## src/rtl/layer_sequencer.sv

```systemverilog
// Sequences conv -> relu -> maxpool and routes the shared feature-map BRAM to whichever stage is active.
// Define SEQ_PERF_EN to add per-stage RUN cycle counters (perf_*_cycles).
module layer_sequencer #(
  parameter int DATA_WIDTH      = 16,
  parameter int CHANNELS        = 8,
  parameter int IMG_SIZE        = 28,
  parameter int WATCHDOG_CYCLES = 1048576,
  localparam int AW = $clog2(CHANNELS * IMG_SIZE * IMG_SIZE)
) (
  input  logic                  clk,
  input  logic                  reset,
  input  logic                  start,
  output logic                  busy,
  output logic                  done,
  output logic                  error,
  output logic                  conv_start,
  output logic                  relu_start,
  output logic                  pool_start,
  input  logic                  conv_done,
  input  logic                  relu_done,
  input  logic                  pool_done,
  input  logic [AW-1:0]         conv_w_addr,
  input  logic                  conv_w_en,
  input  logic                  conv_w_we,
  input  logic [DATA_WIDTH-1:0] conv_w_d,
  input  logic [AW-1:0]         relu_r_addr,
  input  logic                  relu_r_en,
  input  logic [AW-1:0]         relu_w_addr,
  input  logic                  relu_w_en,
  input  logic                  relu_w_we,
  input  logic [DATA_WIDTH-1:0] relu_w_d,
  input  logic [AW-1:0]         pool_r_addr,
  input  logic                  pool_r_en,
  output logic [DATA_WIDTH-1:0] relu_r_q,
  output logic [DATA_WIDTH-1:0] pool_r_q,
  output logic [AW-1:0]         bram_r_addr,
  output logic                  bram_r_en,
  input  logic [DATA_WIDTH-1:0] bram_r_q,
  output logic [AW-1:0]         bram_w_addr,
  output logic                  bram_w_en,
  output logic                  bram_w_we,
  output logic [DATA_WIDTH-1:0] bram_w_d
`ifdef SEQ_PERF_EN
  ,
  output logic [31:0]           perf_conv_cycles,
  output logic [31:0]           perf_relu_cycles,
  output logic [31:0]           perf_pool_cycles
`endif
);

  localparam int WDW = (WATCHDOG_CYCLES > 0) ? $clog2(WATCHDOG_CYCLES + 1) : 1;
  localparam logic [WDW-1:0] WD_LAST = (WATCHDOG_CYCLES > 0) ? WDW'(WATCHDOG_CYCLES - 1) : '0;

  typedef enum logic [3:0] {
    IDLE, START_CONV, RUN_CONV, START_RELU, RUN_RELU, START_POOL, RUN_POOL, FINISH, ERROR
  } state_t;

  state_t         state_q, state_d;
  logic [WDW-1:0] wdog_q, wdog_d;
  logic           own_conv, own_relu, own_pool, in_run;
  logic           stray_req, stray_done, wdog_trip, fault;

  always_comb begin
    own_conv = (state_q == START_CONV) || (state_q == RUN_CONV);
    own_relu = (state_q == START_RELU) || (state_q == RUN_RELU);
    own_pool = (state_q == START_POOL) || (state_q == RUN_POOL);
    in_run   = (state_q == RUN_CONV) || (state_q == RUN_RELU) || (state_q == RUN_POOL);

    stray_req  = (conv_w_en && !own_conv) || ((relu_r_en || relu_w_en) && !own_relu) ||
                 (pool_r_en && !own_pool);
    stray_done = (conv_done && state_q != RUN_CONV) || (relu_done && state_q != RUN_RELU) ||
                 (pool_done && state_q != RUN_POOL);
    // A done arriving on the last allowed cycle still counts as in time.
    wdog_trip  = (WATCHDOG_CYCLES != 0) && in_run && (wdog_q == WD_LAST) &&
                 !(conv_done || relu_done || pool_done);
    fault      = stray_req || stray_done || wdog_trip;

    state_d = state_q;
    case (state_q)
      IDLE:       if (start) state_d = START_CONV;
      START_CONV: state_d = RUN_CONV;
      RUN_CONV:   if (conv_done) state_d = START_RELU;
      START_RELU: state_d = RUN_RELU;
      RUN_RELU:   if (relu_done) state_d = START_POOL;
      START_POOL: state_d = RUN_POOL;
      RUN_POOL:   if (pool_done) state_d = FINISH;
      FINISH:     state_d = IDLE;
      ERROR:      if (start) state_d = START_CONV;
      default:    state_d = IDLE;
    endcase
    if (fault) state_d = ERROR;

    wdog_d = '0;
    if ((WATCHDOG_CYCLES != 0) && in_run && (state_d == state_q)) wdog_d = wdog_q + WDW'(1);
  end

  always_comb begin
    busy        = own_conv || own_relu || own_pool;
    done        = (state_q == FINISH);
    error       = (state_q == ERROR);
    conv_start  = (state_q == START_CONV);
    relu_start  = (state_q == START_RELU);
    pool_start  = (state_q == START_POOL);
    bram_r_addr = '0;
    bram_r_en   = 1'b0;
    bram_w_addr = '0;
    bram_w_en   = 1'b0;
    bram_w_we   = 1'b0;
    bram_w_d    = '0;
    // Ownership depends only on state, so a read issued in RUN keeps its path until the stage ends.
    if (own_conv) begin
      bram_w_addr = conv_w_addr;
      bram_w_en   = conv_w_en;
      bram_w_we   = conv_w_we;
      bram_w_d    = conv_w_d;
    end
    if (own_relu) begin
      bram_r_addr = relu_r_addr;
      bram_r_en   = relu_r_en;
      bram_w_addr = relu_w_addr;
      bram_w_en   = relu_w_en;
      bram_w_we   = relu_w_we;
      bram_w_d    = relu_w_d;
    end
    if (own_pool) begin
      bram_r_addr = pool_r_addr;
      bram_r_en   = pool_r_en;
    end
  end

  assign relu_r_q = bram_r_q;
  assign pool_r_q = bram_r_q;

  always_ff @(posedge clk) begin
    if (reset) begin
      state_q <= IDLE;
      wdog_q  <= '0;
    end else begin
      state_q <= state_d;
      wdog_q  <= wdog_d;
    end
  end

`ifdef SEQ_PERF_EN
  logic        accept_start;
  logic [31:0] perf_conv_q, perf_conv_d, perf_relu_q, perf_relu_d, perf_pool_q, perf_pool_d;

  assign accept_start = ((state_q == IDLE) || (state_q == ERROR)) && (state_d == START_CONV);

  always_comb begin
    perf_conv_d = perf_conv_q;
    perf_relu_d = perf_relu_q;
    perf_pool_d = perf_pool_q;
    if (accept_start) begin
      perf_conv_d = '0;
      perf_relu_d = '0;
      perf_pool_d = '0;
    end else begin
      if (state_q == RUN_CONV && perf_conv_q != '1) perf_conv_d = perf_conv_q + 32'd1;
      if (state_q == RUN_RELU && perf_relu_q != '1) perf_relu_d = perf_relu_q + 32'd1;
      if (state_q == RUN_POOL && perf_pool_q != '1) perf_pool_d = perf_pool_q + 32'd1;
    end
  end

  always_ff @(posedge clk) begin
    if (reset) begin
      perf_conv_q <= '0;
      perf_relu_q <= '0;
      perf_pool_q <= '0;
    end else begin
      perf_conv_q <= perf_conv_d;
      perf_relu_q <= perf_relu_d;
      perf_pool_q <= perf_pool_d;
    end
  end

  assign perf_conv_cycles = perf_conv_q;
  assign perf_relu_cycles = perf_relu_q;
  assign perf_pool_cycles = perf_pool_q;
`endif

endmodule

```

## config.mk

```make
export PLATFORM = sky130hd
export DESIGN_NAME = layer_sequencer
export DESIGN_NICKNAME = d
export VERILOG_FILES = /design/src/rtl/layer_sequencer.sv
export SDC_FILE = /design/constraint.sdc
export NUM_CORES = 1
export LEC_CHECK = 0
export ABC_AREA = 1
export BUFFER_PORTS_ARGS = -buffer_cell sky130_fd_sc_hd__buf_4
export CORE_ASPECT_RATIO = 1.75
export CORE_MARGIN = 3
export CORE_UTILIZATION = 44
export CTS_BUF_LIST = sky130_fd_sc_hd__clkbuf_8
export DETAILED_ROUTE_END_ITERATION = 10
export PLACE_DENSITY_LB_ADDON = 0.3
export SLEW_MARGIN = 20
export SYNTH_ARGS = -nofsm -noshare
export SYNTH_HDL_FRONTEND = slang
export SYNTH_SLANG_ARGS = --single-unit
```

## constraint.sdc

```tcl
create_clock -name clk -period 5.13 [get_ports clk]
set_input_delay 0.7695 -clock clk [delete_from_list [all_inputs] [get_ports clk]]
set_output_delay 0.7695 -clock clk [all_outputs]
set_load 0.005 [all_outputs]
```

Yosys cells after proc, flatten, opt, wreduce, memory -nomap -nowiden
Cells that the tools add are included.
{ "totals": {"output_inout_bits": 83, "elab_cells": 67, "reg_bits": 25, "in_bits": 112} }
{ "classes": {"bitwise": 1, "n_eq_ne": 13, "muxes": 18, "n_reduce_logical": 32, "add_sub_neg": 1} }
{ "op_table": {"columns": ["operator", "n"], "rows": [
  ["13-bit two-way mux", 4],
  ["16-bit two-way mux", 2],
  ["4-bit case mux with 7 select lines", 1],
  ["21-bit by 1-bit adder with 21-bit output (second input constant)", 1],
  ["21-bit by 20-bit equality test with 1-bit output (second input constant)", 1],
  ["4-bit two-way mux", 5],
  ["4-bit by 3-bit equality test with 1-bit output (second input constant)", 4],
  ["1-bit logical OR", 16],
  ["1-bit logical AND", 9],
  ["4-bit by 2-bit equality test with 1-bit output (second input constant)", 2],
  ["4-bit by 3-bit inequality test with 1-bit output (second input constant)", 2],
  ["1-bit two-way mux", 6],
  ["4-bit by 1-bit equality test with 1-bit output (second input constant)", 1],
  ["4-bit equality test", 1],
  ["4-bit equality test (second input constant)", 1],
  ["1-bit zero test", 4],
  ["4-bit zero test", 1],
  ["4-bit by 2-bit inequality test with 1-bit output (second input constant)", 1],
  ["2-bit OR reduction", 2],
  ["1-bit NOT", 1]
]} }

Logic depth before layout (Yosys ltp)
Gate-level depths: netlist of run 1.
{ "logic_depth": {"word_depth": 13, "depth_mapped": 12, "ltp_nobuf": 10} }

Least setup slack after synthesis of run 1
Ideal clock, no wire load.
{ "synth_path": {"path_type": "register to output", "start": "reg state_q[1]", "end": "out bram_r_en", "slack_ns": 3.078, "path_stages_with_launch": 9, "arrival_time_ns": 1.282, "required_ns": 4.360, "path_cell_list": "dfxtp_1 buf_4 nand2_2 inv_1 nand2_1 inv_1 clkbuf_1 nor2_1 o22ai_1"} }
{ "synth_between": {"elab_chain_cells": 4, "word_cells_on_any_way": 8} }
{ "synth_rtl": {"columns": ["element", "line", "text"], "rows": [
  ["start, declared", "58", "state_t state_q, state_d;"],
  ["start signal, assigned", "139", "state_q <= state_d;"],
  ["4-bit by 2-bit equality test with 1-bit output", null, null],
  ["via relu_start", "17", "output logic relu_start,"],
  ["1-bit logical OR", "65", "own_relu = (state_q == START_RELU) || (state_q == RUN_RELU);"],
  ["1-bit two-way mux", "117", "if (own_relu) begin"],
  ["1-bit two-way mux", "125", "if (own_pool) begin"],
  ["end, declared", "37", "output logic bram_r_en,"]
]} }
The timed path passes the listed nets, and every way through them passes these cells.

Final worst setup path of run 1
{ "layout_path": {"start": "reg state_q[1]", "end": "out bram_w_addr[12]"} }
{ "layout_between": {"elab_chain_cells": 4, "word_cells_on_any_way": 8} }
{ "layout_rtl": {"columns": ["element", "line", "text"], "rows": [
  ["4-bit by 1-bit equality test with 1-bit output or 4-bit by 2-bit equality test with 1-bit output (tied branches)", "64", "own_conv = (state_q == START_CONV) || (state_q == RUN_CONV);"],
  ["1-bit logical OR", "64", null],
  ["13-bit two-way mux", "111", "if (own_conv) begin"],
  ["13-bit two-way mux (*)", "117", null],
  ["end, declared", "39", "output logic [AW-1:0] bram_w_addr,"]
]} }
Every way passes the cells marked *; elsewhere a longest branch is shown, timed or not.

==> out/results.ini, run 1 <==
[status]
status = completed

[critical_path]
critPathTopFamily = buffers and inverters
critPathLaunchType = flop
rr_endpoint = wdog_q[0]$_SDFF_PP0_
r2r-start = state_q[1]$_SDFF_PP0_
required_ns = 4.36
path_cells = nand2_2 -> inv_1 -> nand2_1 -> clkinv_1 -> o21ai_0 -> o21ai_0 -> buf_4
worst-setup-path-type = flop to output port
cp_max_fo = 45
path_buf_inv = 3
cpMostUsedCell = o21ai_0
crit_path_max_incr_delay_ns = 0.77
slowest_stage = clkinv_1
cp-end-kind = output port
ff2ff_path_depth = 10
ff2ff_setup_slack_ns = 2.70
cp.arrival_ns = 2.66

[pwr]
finalPower_uw = 378
leakage_nw = 1.59
peakVddDrop_uv = 103
power.density_nw_per_um2 = 113

[clocking]
cts_resized = 0
numCtsBuffers = 3
htreeDepth = 1
cts_setup_buffers = 0
worstSkewPairLatency_ns = 0.26
cts_sinks = 25
cts_tree = done
clkTransAtPathRegs_ns = 0.08
clock_path_buffers = 2
cts.root.buffer_cell = clkbuf_8
ctsHoldBuffers = 0

[grt]
track_usage = 0.217
grt_pass1_wl_mm = 11.6
gr-total-overflow = 0
antenna_found_initial = 0
grt_pass1_vias = 2521
grt_max_degree = 46

[drt]
drt_iter0_markers = 129
drc = 0
vias = 2684
firstDrtPassIters = 5
vias_per_cell = 4.89
avgRoutedWirePerCell_um = 13.5
antenna_left = 0
routed_wl_mm = 7.42

[sta]
hold_viol = 0
maxSlewViolCount = 0
period_share = 0.669
rsz0062_at_grt = no
fmax_ghz = 0.291
setup_tns_ns = 0
skew_ns = 0.00396
worstMarginPinSlew_ns = 0.993
period_needed_ns = 3.43
setup_violations = 0
maxSlewHeadroom = 0.334

[hold_path]
whs_path_depth = 1
holdPathEnd = wdog_q[0]$_SDFF_PP0_
min-delay-start = wdog_q[0]$_SDFF_PP0_
hold_path_class = flop to flop

[synth]
synthesis.nets = 487
synth_area_um2 = 2430
yosys.cell_types.count = 27
yosysWarningCount = 0
synth.avg_cell_area_um2 = 6.49
postSynthCellCount = 374
ys_seq_elements = 25
yosysSeqAreaShare = 0.206

[final_layout]
insertedDiodeCount = 0
final_cell_mix = buf_4, o21ai_0, inv_1, nand2_1, dfxtp_1
finalNetCount = 589
area_delta_synth_final_pct = 37.2
layout-drive-gt1-share = 0.411
final_common_cell = buf_4

[die]
fp.dieW_um = 62.1
num_io_pins = 195
rows = 35
coreArea_um2 = 5300
start_util = 0.458
die_area_um2 = 6480
dieHeight_um = 104

[place]
dpl.hpwl_mm = 6.13
io_buffers = 146
gp_congestion = 0.908

[job]
drv_cap = 0

## cell type report
class | count | area, um2
clock buffers | 3 | 41.3
clock inverters | 1 | 3.75
fillers | 461 | 1970
inverters | 72 | 270
multi-input cells | 228 | 1330
flip-flops and latches | 25 | 500
well taps | 74 | 92.6
repair buffers | 146 | 1100
## per-layer routing
layer	vias up	wire (um)	global-route usage
li1	1356	-	-
met3	10	797	0.0659
met5	-	0	0
met2	136	3660	0.370
met4	0	132	0.0617
met1	1182	2830	0.260
## flip-flops by register name, summed over array words and instances, names as in the netlist
register and flops:
state_q 4, wdog_q 21
## logic make-up after synthesis
logic type / Yosys count / share of synthesized area
flip-flops: 25 / 0.206
adder cells (fa/ha/maj): 1 / 0.00516
XOR/XNOR: 17 / 0.0614
buffers and inverters: 121 / 0.248
AO/OA/AOI/OAI: 93 / 0.196
AND/OR/NAND/NOR: 117 / 0.284
## Yosys cell counts
cell / count / area share
a211oi_1: 1 / 0.0031
buf_4: 35 / 0.11
buf_6: 2 / 0.0093
clkbuf_1: 12 / 0.019
dfxtp_1: 25 / 0.21
ha_1: 1 / 0.0052
inv_1: 67 / 0.10
inv_2: 5 / 0.0077
nand2_1: 34 / 0.053
nand2_2: 9 / 0.023
nand3_1: 8 / 0.017
nand3_2: 6 / 0.025
nand3b_1: 2 / 0.0062
nand4_1: 4 / 0.010
nor2_1: 20 / 0.031
nor2_2: 4 / 0.010
nor2_4: 2 / 0.0093
nor3_1: 7 / 0.014
nor3_2: 20 / 0.083
nor4_1: 1 / 0.0026
o211ai_1: 1 / 0.0031
o21ai_0: 87 / 0.18
o21ai_1: 1 / 0.0021
o21bai_1: 1 / 0.0031
o22ai_1: 2 / 0.0052
xnor2_1: 5 / 0.018
xor2_1: 12 / 0.043
## worst max-delay path by stage
stage,startpoint,end,slack (ns),cells after the start
global route,state_q[1]$_SDFF_PP0_,bram_w_addr[12],1.45,7
detailed placement,state_q[1]$_SDFF_PP0_,bram_w_addr[12],2.15,7
finish,state_q[1]$_SDFF_PP0_,bram_w_addr[12],1.70,7
CTS,state_q[1]$_SDFF_PP0_,bram_w_addr[12],1.85,7
floorplan,state_q[1]$_SDFF_PP0_,bram_r_en,3.08,8
global placement,state_q[1]$_SDFF_PP0_,bram_w_addr[12],2.13,7
## stage by stage
| step | instance area, um2 | cells | util | setup WS [ns] | hold WS, ns |
|---|---|---|---|---|---|
| global route | 3330 | 549 | 0.628 | 1.45 | 0.500 |
| floorplan | 2430 | 374 | - | 3.08 | 0.428 |
| global placement | 3280 | 545 | 0.620 | 2.13 | 0.443 |
| CTS | 3330 | 549 | 0.628 | 1.85 | 0.471 |
| finish | 3330 | 549 | 0.628 | 1.70 | 0.464 |
| detailed placement | 3280 | 545 | 0.620 | 2.15 | 0.459 |
## power breakdown
part	leakage [nW]	switching [mW]	internal (mW)
registers	0.202	0.000824	0.194
clock network	0.0269	0.0575	0.0534
logic	1.36	0.0204	0.0515
(Power assumes the default switching activity.)
==> run 2: changes to the inputs <==
--- a/config.mk
+++ b/config.mk
@@ -5,11 +5,11 @@
 export SDC_FILE = /design/constraint.sdc
 export NUM_CORES = 1
 export LEC_CHECK = 0
-export ABC_AREA = 1
+export ABC_AREA = 0
 export BUFFER_PORTS_ARGS = -buffer_cell sky130_fd_sc_hd__buf_4
 export CORE_ASPECT_RATIO = 1.75
 export CORE_MARGIN = 3
-export CORE_UTILIZATION = 44
+export CORE_UTILIZATION = 38
 export CTS_BUF_LIST = sky130_fd_sc_hd__clkbuf_8
 export DETAILED_ROUTE_END_ITERATION = 10
 export PLACE_DENSITY_LB_ADDON = 0.3
==> constraint.sdc (replaced) <==
create_clock -name clk -period 3.2 [get_ports clk]
set_input_delay 0.48 -clock clk [delete_from_list [all_inputs] [get_ports clk]]
set_output_delay 0.48 -clock clk [all_outputs]
set_load 0.005 [all_outputs]
==> out/results.ini, run 2 <==
[critical_path]
cp_max_fo = 45  ; unchanged
ff2ff_path_depth = 5  ; -5
critPathLaunchType = flop
critPathLaunch = state_q[2]$_SDFF_PP0_
r2r-start = wdog_q[0]$_SDFF_PP0_
rr_endpoint = wdog_q[20]$_SDFF_PP0_
worst-setup-path-type = flop to output port
cp-end-kind = output port
cp.arrival_ns = 2.25  ; -0.41 ns
ff2ff_setup_slack_ns = 0.96  ; -1.74 ns
required_ns = 2.72  ; -1.64 ns

[final_layout]
post-route-util = 0.576  ; -0.0522
layout-drive-gt1-share = 0.462  ; +0.0517
finalNetCount = 471  ; -20%
largestRegisters = wdog_q x21, state_q x4
regArea_um2 = 500  ; unchanged
multi_input_area_um2 = 1250  ; -5.9%
regMostFlops = wdog_q
final_common_cell = buf_4
final_cell_mix = buf_4, a22o_1, dfxtp_1, nor4_1, xnor2_1
largest_register_ffs = 21  ; unchanged
fill_cells = 541  ; +17%
area_delta_synth_final_pct = 46.8
insertedDiodeCount = 0  ; unchanged

[die]
die_area_um2 = 6430  ; -0.69%
coreArea_um2 = 5300  ; unchanged
start_util = 0.392  ; -0.0654
fp.dieW_um = 61.9  ; -0.34%
num_io_pins = 195  ; unchanged
rows = 35  ; unchanged
dieHeight_um = 104  ; -0.35%

[sta]
setup_tns_ns = 0  ; unchanged
maxSlewViolCount = 0  ; unchanged
period_needed_ns = 2.73
setup_violations = 0  ; unchanged
rsz0062_at_grt = no
maxSlewHeadroom = 0.630  ; +0.296
period_share = 0.855
fmax_ghz = 0.366
fin_ws_ns = 0.465  ; -1.23 ns
hold_viol = 0  ; unchanged
skew_ns = 0.00237  ; -0.00160 ns
worstMarginPinSlew_ns = 0.548  ; -0.445 ns

[synth]
ys_seq_elements = 25  ; unchanged
synth_common_cells = a22o_1, buf_4, dfxtp_1
ys.flop_type = dfxtp_1
synth_top_area_share = 0.241  ; +0.0344
synth_top_cell_by_area = dfxtp_1
yosysWarningCount = 0  ; unchanged
yosys.cell_types.count = 42  ; +56%
yosysSeqAreaShare = 0.241  ; +0.0344
synth_edf_count = 0  ; unchanged
synth_most_common_cell = a22o_1
synthesis.nets = 365  ; -25%
netlist_top_cells_area = dfxtp_1, a22o_1, buf_4, nor4_1, xnor2_1
postSynthCellCount = 252  ; -33%
async_flop_share = 0  ; unchanged
synth_area_um2 = 2080  ; -14%
synth.avg_cell_area_um2 = 8.25  ; +27%

[drt]
drc = 0  ; unchanged
avgRoutedWirePerCell_um = 18.7  ; +38%
routed_wl_mm = 8.04  ; +8.3%
vias = 2378  ; -11%
drt_iter0_markers = 162  ; +26%
firstDrtPassIters = 4  ; -1
antenna_left = 0  ; unchanged
vias_per_cell = 5.52  ; +13%

[hold_path]
holdPathEnd = state_q[1]$_SDFF_PP0_
min-delay-start = reset
hold_path_class = input port to flop
whs_path_depth = 2  ; +1

[job]
drv_cap = 0  ; unchanged

[grt]
grt_max_degree = 46  ; unchanged
grt_pass1_wl_mm = 11.5  ; -0.59%
grt_pass1_vias = 2199  ; -13%
antenna_found_initial = 0  ; unchanged
gr-total-overflow = 0  ; unchanged
track_usage = 0.239  ; +0.0222

[clocking]
cts_resized = 0  ; unchanged
worstSkewPairLatency_ns = 0.27  ; about the same
htreeDepth = 1  ; unchanged
cts_tree = done
numCtsBuffers = 3  ; unchanged
clock_path_buffers = 2  ; unchanged
clkTransAtPathRegs_ns = 0.08  ; about the same
cts_setup_buffers = 0  ; unchanged
cts.root.buffer_cell = clkbuf_8
ctsHoldBuffers = 0  ; unchanged
cts_sinks = 25  ; unchanged

[place]
place_ws_ns = 0.754  ; -1.40 ns
dpl.hpwl_mm = 6.77  ; +10%
gp_congestion = 0.930  ; +2.4%
io_buffers = 146  ; unchanged

[pwr]
finalPower_uw = 613  ; +62%
leakage_nw = 1.31  ; -18%
power.density_nw_per_um2 = 201  ; +77%
peakVddDrop_uv = 262  ; +150%

[status]
status = completed

## run 2: cell types whose count changed after synthesis, sizes merged, moves of 14 or more
cell / change
nand2: -34
nor4: +18
nor3: -20
o21ai: -81
nor2: -14
a22o: +45
inv: -67
## run 2: worst max path at each step
stage                     slack (ns)             end  cells past startpoint
after floorplan                 0.98  bram_r_addr[0]                      5
after global placement          0.80     bram_w_d[4]                      5
after detailed placement        0.75     bram_w_d[4]                      5
after CTS                       0.46     bram_w_d[4]                      5
after global routing            0.34     bram_w_d[4]                      5
final                           0.47     bram_w_d[4]                      5
## run 2: worst max-delay path: stages (launching register included)
cell     delay (ns)
dfxtp_1        0.60
or4b_1         0.53
o21ai_2        0.08
buf_4          0.39
a22o_1         0.26
buf_4          0.12
## run 2: power breakdown
| group | total [mW] | switching, mW | leakage (nW) | internal (mW) |
|---|---|---|---|---|
| logic | 0.117 | 0.0360 | 1.08 | 0.0807 |
| registers | 0.313 | 0.00156 | 0.202 | 0.311 |
| clock network | 0.183 | 0.0974 | 0.0269 | 0.0859 |
## run 2: per-stage QoR
stage | cell area, um2 | hold slack, ns | cells
global route | 3050 | 0.398 | 431
global placement | 3010 | 0.445 | 427
finish | 3050 | 0.408 | 431
detailed placement | 3010 | 0.456 | 427
CTS | 3050 | 0.405 | 431
floorplan | 2080 | 0.433 | 252
## run 2: cell type report
cell class,count,area share
clock buffer,3,0.0135
clock inverter,1,0.00123
inverter,5,0.00615
multi-input combinational,170,0.409
sequential,25,0.164
tap,74,0.0303
timing repair buffer,153,0.376
## run 2: cells by family (layout without fill, tap and decap cells)
family,Yosys count,count (layout),synth area share
adders and majority gates,1,1,0.00602
muxes,2,2,0.0102
buffers and inverters,57,162,0.162
DFF,25,25,0.241
xor gates and xnor gates,15,15,0.0632
AOI/OAI and AO/OA,69,69,0.282
and+or+nand+nor,83,83,0.235
## run 2: metal layers
layer  share of wire  up-vias  global-route usage
li1                -     1150                   -
met1            0.39     1068               0.313
met2            0.41      140               0.330
met3            0.18       20               0.155
met4           0.021        0              0.0516
met5               0        -                   0
==> run 3: changes to the inputs <==
--- a/config.mk
+++ b/config.mk
@@ -6,12 +6,11 @@
 export NUM_CORES = 1
 export LEC_CHECK = 0
 export ABC_AREA = 0
-export BUFFER_PORTS_ARGS = -buffer_cell sky130_fd_sc_hd__buf_4
-export CORE_ASPECT_RATIO = 1.75
-export CORE_MARGIN = 3
-export CORE_UTILIZATION = 38
+export CORE_AREA = 3 3 74 76
 export CTS_BUF_LIST = sky130_fd_sc_hd__clkbuf_8
 export DETAILED_ROUTE_END_ITERATION = 10
+export DIE_AREA = 0 0 77 79
+export DONT_BUFFER_PORTS = 1
 export PLACE_DENSITY_LB_ADDON = 0.3
 export SLEW_MARGIN = 20
 export SYNTH_ARGS = -nofsm -noshare
==> out/results.ini, run 3 (same netlist as run 2, synthesis figures left out) <==
[clocking]
htreeDepth = 1  ; unchanged
cts_resized = 0  ; unchanged
clkTransAtPathRegs_ns = 0.09  ; about the same
worstSkewPairLatency_ns = 0.27  ; about the same
cts_sinks = 25  ; unchanged
cts_setup_buffers = 0  ; unchanged
numCtsBuffers = 3  ; unchanged
ctsHoldBuffers = 0  ; unchanged
cts_tree = done
cts.root.buffer_cell = clkbuf_8
clock_path_buffers = 2  ; unchanged

[critical_path]
path_cells = nand2_1 -> o21ai_4 -> a22o_1
critPathTopFamily = compound AO/OA/AOI/OAI gates
worst-setup-path-type = flop to output port
ff2ff_setup_slack_ns = 0.92  ; -0.04 ns
slowest_stage = o21ai_4
cp.arrival_ns = 2.35  ; +0.10 ns
critPathLaunchType = flop
path_buf_inv = 0  ; -2
required_ns = 2.72  ; about the same
cp_max_fo = 45  ; unchanged
cp-end-kind = output port
crit_path_max_incr_delay_ns = 0.83  ; +0.23 ns

[pwr]
leakage_nw = 0.573  ; -56%
power.density_nw_per_um2 = 266  ; +33%
peakVddDrop_uv = 115  ; -56%

[final_layout]
final_common_cell = a22o_1
largestRegisters = wdog_q x21, state_q x4
finalNetCount = 325  ; -31%
area_delta_synth_final_pct = -5.78
finalNonFillerCells = 279  ; -35%
regMostFlops = wdog_q
layout-drive-gt1-share = 0.0948  ; -0.367
fin_area_um2 = 1960  ; -36%
post-route-util = 0.409  ; -0.167
final_cell_mix = a22o_1, dfxtp_1, nor4_1, xnor2_1, nor2_1
largest_register_ffs = 21  ; unchanged

[place]
dpl.hpwl_mm = 5.07  ; -25%
gp_congestion = 0.797  ; -14%
place_inst = 274  ; -36%
place_area_um2 = 1910  ; -36%
io_buffers = 0  ; -100%

[status]
status = completed

[drt]
vias = 1792  ; -25%
antenna_left = 0  ; unchanged
drc = 0  ; unchanged
firstDrtPassIters = 4  ; unchanged
routed_wl_mm = 6.24  ; -22%
vias_per_cell = 6.42  ; +16%
avgRoutedWirePerCell_um = 22.4  ; +20%
drt_iter0_markers = 120  ; -26%

[sta]
maxSlewHeadroom = 0.330  ; -0.300
skew_ns = 0.00699  ; +0.00463 ns
fmax_ghz = 0.353  ; -3.4%
period_needed_ns = 2.83  ; +0.0971 ns
whs_ns = 0.269  ; -0.140 ns
setup_tns_ns = 0  ; unchanged
period_share = 0.885  ; +0.0304
worstMarginPinSlew_ns = 1.00  ; +0.454 ns
hold_viol = 0  ; unchanged
rsz0062_at_grt = no
maxSlewViolCount = 0  ; unchanged
setup_violations = 0  ; unchanged

[die]
dieHeight_um = 79  ; -24%
start_util = 0.435  ; +0.0421
fp.dieW_um = 77  ; +24%
num_io_pins = 195  ; unchanged
die_area_um2 = 6080  ; -5.4%
rows = 25  ; -29%
coreArea_um2 = 4790  ; -9.7%

[grt]
gr-total-overflow = 0  ; unchanged
grt_max_degree = 46  ; unchanged
track_usage = 0.187  ; -0.0520
antenna_found_initial = 1  ; +1
grt_pass1_wl_mm = 8.89  ; -23%
grt_pass1_vias = 1708  ; -22%

[job]
drv_cap = 0  ; unchanged

[hold_path]
hold_path_class = input port to flop

==> run 3: cell types whose count changed in the layout (fill, tap and decap cells not counted) <==
cell	previous run	this run
diode_2	0	1
o21ai_2	1	0
clkinv_2	0	1
inv_1	6	5
buf_4	153	7
o21ai_4	0	1
==> run 3: power by group <==
group	leakage [nW]	internal [mW]	switching (mW)	total [mW]
Combinational	0.345	0.00734	0.00871	0.0160
Sequential	0.202	0.312	0.00173	0.313
Clock	0.0255	0.0873	0.105	0.192
==> run 3: metal layers <==
metal	part of all wire	global-route usage	wire, um
met5	0	0	0
met4	0.027	0.109	170
met3	0.075	0.0465	467
met2	0.51	0.316	3200
met1	0.39	0.216	2410
==> run 3: cell type report <==
class / count / area (um2)
Tap cell: 67 / 83.8
Fill cell: 495 / 2830
Antenna cell: 1 / 2.50
Timing Repair Buffer: 7 / 52.6
Multi-Input combinational cell: 170 / 1250
Inverter: 5 / 18.8
Sequential cell: 25 / 500
Clock inverter: 1 / 5.00
Clock buffer: 3 / 41.3
==> run 3: final timing paths <==
check,start,to,cells past startpoint
setup / recovery,state_q[1]$_SDFF_PP0_,bram_w_d[15],3
hold reg to reg,wdog_q[0]$_SDFF_PP0_,wdog_q[0]$_SDFF_PP0_,1
hold / removal,reset,state_q[0]$_SDFF_PP0_,1
setup reg to reg,wdog_q[0]$_SDFF_PP0_,wdog_q[20]$_SDFF_PP0_,5
==> run 3: worst reg2reg max path, cell delays in order (launching register included) <==
cell,delay (ns)
dfxtp_1,0.36
ha_1,0.25
nand3_1,0.16
or3_1,0.49
or4b_1,0.55
a2111oi_2,0.36
==> run 3: through the flow <==
stage	power, mW	worst slack, ns
2_1_floorplan	0.366	0.982
3_3_place_gp	0.336	0.797
3_5_place_dp	0.336	0.681
4_1_cts	0.527	0.371
6_report	0.522	0.368
5_1_grt	0.550	0.152
